===== src/rtl/mem_port_arbiter.sv =====
// Round-robin arbiter and sequencer for the shared memory port: fetch (port 0) and
// load/store (port 1) take turns, with at most one memory transaction in flight.
module mem_port_arbiter #(
   parameter int DATA_WIDTH = 32,
   parameter int ADDR_WIDTH = 32
) (
   input  logic                  clk,
   input  logic                  reset,
   input  logic                  req_valid_0,
   input  logic                  req_valid_1,
   output logic                  req_ready_0,
   output logic                  req_ready_1,
   input  logic [ADDR_WIDTH-1:0] req_addr_0,
   input  logic [ADDR_WIDTH-1:0] req_addr_1,
   input  logic [DATA_WIDTH-1:0] req_wdata_0,
   input  logic [DATA_WIDTH-1:0] req_wdata_1,
   input  logic                  req_we_0,
   input  logic                  req_we_1,
   output logic                  resp_valid_0,
   output logic                  resp_valid_1,
   output logic [DATA_WIDTH-1:0] resp_rdata,
   output logic                  select_signal,
   output logic                  mem_valid,
   input  logic                  mem_ready,
   output logic [ADDR_WIDTH-1:0] mem_addr,
   output logic [DATA_WIDTH-1:0] mem_wdata,
   output logic                  mem_we,
   input  logic                  mem_resp_valid,
   input  logic [DATA_WIDTH-1:0] mem_rdata
);

   typedef enum logic [1:0] {IDLE, ISSUE, WAIT, RESP} state_t;

   state_t                state_q, state_d;
   logic                  owner_q, owner_d;
   logic                  last_grant_q, last_grant_d;
   logic [ADDR_WIDTH-1:0] addr_q, addr_d;
   logic [DATA_WIDTH-1:0] wdata_q, wdata_d;
   logic                  we_q, we_d;
   logic [DATA_WIDTH-1:0] rdata_q, rdata_d;
   logic                  anyValid;
   logic                  winner;

   // On a tie the port that did not win last time goes next.
   always_comb begin
      anyValid = req_valid_0 | req_valid_1;
      if (req_valid_0 && req_valid_1) begin
         winner = ~last_grant_q;
      end else begin
         winner = req_valid_1;
      end
   end

   always_comb begin
      state_d       = state_q;
      owner_d       = owner_q;
      last_grant_d  = last_grant_q;
      addr_d        = addr_q;
      wdata_d       = wdata_q;
      we_d          = we_q;
      rdata_d       = rdata_q;
      req_ready_0   = 1'b0;
      req_ready_1   = 1'b0;
      select_signal = owner_q;
      case (state_q)
         IDLE: begin
            if (anyValid) begin
               req_ready_0   = ~winner;
               req_ready_1   = winner;
               select_signal = winner;
               owner_d       = winner;
               last_grant_d  = winner;
               addr_d        = winner ? req_addr_1  : req_addr_0;
               wdata_d       = winner ? req_wdata_1 : req_wdata_0;
               we_d          = winner ? req_we_1    : req_we_0;
               state_d       = ISSUE;
            end
         end
         ISSUE: begin
            if (mem_ready) begin
               state_d = WAIT;
            end
         end
         WAIT: begin
            // Completions are only meaningful here; anything earlier is stale.
            if (mem_resp_valid) begin
               rdata_d = mem_rdata;
               state_d = RESP;
            end
         end
         RESP: begin
            state_d = IDLE;
         end
         default: begin
            state_d = IDLE;
         end
      endcase
   end

   always_ff @(posedge clk) begin
      if (reset) begin
         state_q      <= IDLE;
         owner_q      <= 1'b0;
         last_grant_q <= 1'b1;
         addr_q       <= '0;
         wdata_q      <= '0;
         we_q         <= 1'b0;
         rdata_q      <= '0;
      end else begin
         state_q      <= state_d;
         owner_q      <= owner_d;
         last_grant_q <= last_grant_d;
         addr_q       <= addr_d;
         wdata_q      <= wdata_d;
         we_q         <= we_d;
         rdata_q      <= rdata_d;
      end
   end

   assign mem_valid    = (state_q == ISSUE);
   assign mem_addr     = addr_q;
   assign mem_wdata    = wdata_q;
   assign mem_we       = we_q;
   assign resp_rdata   = rdata_q;
   assign resp_valid_0 = (state_q == RESP) && !owner_q;
   assign resp_valid_1 = (state_q == RESP) && owner_q;

endmodule


===== config.mk =====
export PLATFORM = sky130hd
export DESIGN_NAME = mem_port_arbiter
export DESIGN_NICKNAME = d
export VERILOG_FILES = /design/src/rtl/mem_port_arbiter.sv
export SDC_FILE = /design/constraint.sdc
export NUM_CORES = 1
export LEC_CHECK = 0
export CORE_MARGIN = 4
export CORE_UTILIZATION = 35
export DETAILED_ROUTE_END_ITERATION = 16
export PLACE_DENSITY = 0.78
export SYNTH_ARGS = -nofsm -noshare
export SYNTH_HDL_FRONTEND = slang
export SYNTH_SLANG_ARGS = --single-unit

===== constraint.sdc =====
create_clock -name clk -period 1.9 [get_ports clk]
set_clock_uncertainty 0.15 [all_clocks]
set_input_delay 0.19 -clock clk [delete_from_list [all_inputs] [get_ports clk]]
set_output_delay 0.19 -clock clk [all_outputs]
set_load 0.01 [all_outputs]

==> flow_summary.yaml <==
sta:
  setup_viol: 0
  min_period_over_period_pct: 93.1
  final_max_slew_viol_count: 0
  fmax_mhz: 565
  worstMarginPinSlew_ps: 351
  hold_violations: 0
  rsz0062_at_grt: "false"
  finalSetupTns_ps: 0
  max_slew_margin_pct: 76.6
  fin_crit_ps: 1770
cts:
  cts_buffers: 9
  clock_sinks: 101
  path_clk_slew_ps: 60
  clock_latency_ps: 330
  hold_buffers: 0
  cts_tree: "yes"
  htree_levels: 3
  clock_path_buffers: 2
  cts_root_buffer: "clkbuf_16"
pwr:
  power.switching_mw: 2.88
  p_leak_nw: 2.78
  p_per_area_nw_per_um2: 1210
  clock_power_share_pct: 22.1
  p_total_mw: 8.96
  cell_internal_pwr_mw: 6.08
  power.share.switching_pct: 32.2
  power_frac_comb_pct: 44.7
  ir_drop_mv: 0.696
  seqPwrFrac_pct: 33.3
synth:
  async_flop_share_pct: 0
  synth_top_area_cell: "dfxtp_1"
  synth_cells: 453
  synth_ff_type: "dfxtp_1"
  synth_edf_count: 0
  syn_area_um2: 4120
  synth_top_area_share_pct: 49.0
  synth-seq-cells: 101
  yosysSeqAreaShare_pct: 49.0
  synth_nets: 625
  ys_types: 26
  yosysWarnings: 0
  synth_area_leaders: "dfxtp_1, a221o_1, nand2_1"
  synth.avg_cell_area_um2: 9.10
global_route:
  antenna_found_initial: 0
  grt.overflow.total: 0
  grt_util_all_layers_pct: 21.1
  grt_pass1_vias: 4684
  grt_start_max_net_pins: 67
  grt_pass1_wl_um: 22300
floorplan:
  rows: 39
  die_area_um2: 13600
  die_x_um: 117
  die_h_um: 117
  core_area_um2: 11500
  floorplan.initialDensity_pct: 36.0
  io_pins: 271
place:
  numPortBuffers: 270
  gp_congestion: 0.797
  hpwl_um: 11300
  place_inst: 848
worst_setup_path:
  crit_fanout: 4
  path_cells: "clkdlybuf4s50_1 -> buf_4 -> nand2_1 -> nand2_1 -> nand2_1 -> dlygate4sd2_1"
  path_common_cell: "nand2_1"
  critPathKind: "input port to primary output"
  critPathCaptureType: "primary output"
  slowest_delay_ps: 550
  arrival_ps: 1430
  crit_slowest_cell: "clkdlybuf4s50_1"
  worst-path-buf-inv: 3
  critPathLaunchType: "input port"
  crit_required_ps: 1560
  crit_family: "buffers and inverters"
final_layout:
  final_core_util_pct: 64.3
  antennaDiodeCount: 0
  final_nets: 890
  area_growth_syn_to_layout_pct: 78.8
  layout_commonest_cell: "clkdlybuf4s50_1"
  layout_common_cells: "clkdlybuf4s50_1, dfxtp_1, nand2_1"
  fin_cells: 866
  drive_above_1_share_pct: 6.92
hold_path:
  worstHoldPathType: "input port to register"
routing:
  drt_iter0_markers: 227
  antenna_left: 0
  drcViolationCount: 0
  avgRoutedWirePerCell_um: 17.1
  num_vias: 4439
  firstDrtPassIters: 5
  viasPerCell: 5.13
  wl_um: 14900
run_status:
  status: "complete, no violations"
run:
  drv_cap: 0
[timing repair]
action,CTS,global route
endpoints found under the setup margin,5,2
setup buffers,0,2
gates resized for setup,7,3
pin swaps,1,0
[worst reg2reg max path, stage by stage, from the launching register on]
cell     delay (ps)
dfxtp_1         320
inv_2            80
ha_4            170
buf_4           120
o21a_2          180
buf_12          200
nor3b_1          80
a221o_1         280
[power groups by stage]
stage                     sequential (mW)  combinational (mW)  clock (mW)
final                                2.98                4.00        1.98
after global routing                 3.04                4.35        2.12
after CTS                            2.98                3.99        2.02
after detailed placement             3.01                3.96           0
after global placement               2.99                3.87           0
after floorplan                      3.24                1.65           0
[kinds of logic after synthesis]
kind of cell             synth area share (%)
AO/OA/AOI/OAI                            23.1
adder cells (fa/ha/maj)                  1.21
buffers and inverters                    6.22
flip-flops                               49.0
multiplexers                            0.243
AND/OR/NAND/NOR                          20.2
[area by class of cell]
type	count	area [µm²]
Inverter	4	15.0
Clock inverter	4	70.1
Timing Repair Buffer	296	2970
Clock buffer	12	256
Tap cell	143	179
Sequential cell	101	2020
Fill cell	939	4090
Multi-Input combinational cell	306	1860
[registers in the layout, summed over array words and instances, names as in the netlist]
| signal | count |
|---|---|
| state_q | 2 |
| last_grant_q | 1 |
| mem_addr | 32 |
| mem_wdata | 32 |
| mem_we | 1 |
| owner_q | 1 |
| resp_rdata | 32 |
[through the flow]
step	area (µm²)	hold WS (ps)	setup WS, ps
6_report	7370	249	131
5_1_grt	7370	244	15.1
4_1_cts	7360	233	16.4
3_5_place_dp	7020	298	-108
3_3_place_gp	7020	291	-99.2
2_1_floorplan	4120	176	172
[layer usage]
metal  vias to the layer above  track usage [%]  part of all wire [%]
li1                       2139                -                     -
met1                      2054             20.8                    36
met2                       213             38.5                    51
met3                        33             8.39                    11
met4                         0             9.79                   2.9
met5                         -                0                     0
[cells in the mapped netlist (2+ instances only)]
cell,n
a211oi_1,24
a21oi_1,58
a221o_1,41
and2_1,2
buf_1,2
buf_2,16
buf_6,8
clkbuf_1,15
dfxtp_1,101
ha_1,4
inv_1,4
nand2_1,94
nand2b_1,4
nor2_1,27
nor3b_1,41
o21a_1,2
[final timing paths]
path,from,end,slack [ps],depth (start not counted)
worst max-delay path,req_valid_0,select_signal,130,6
worst min register to register,resp_rdata[0],resp_rdata[0],300,2
worst min-delay path,mem_rdata[15],resp_rdata[15],250,3
worst max register to register,state_q[1],mem_wdata[26],210,7
No activity file was read; power rests on OpenSTA's default activity.
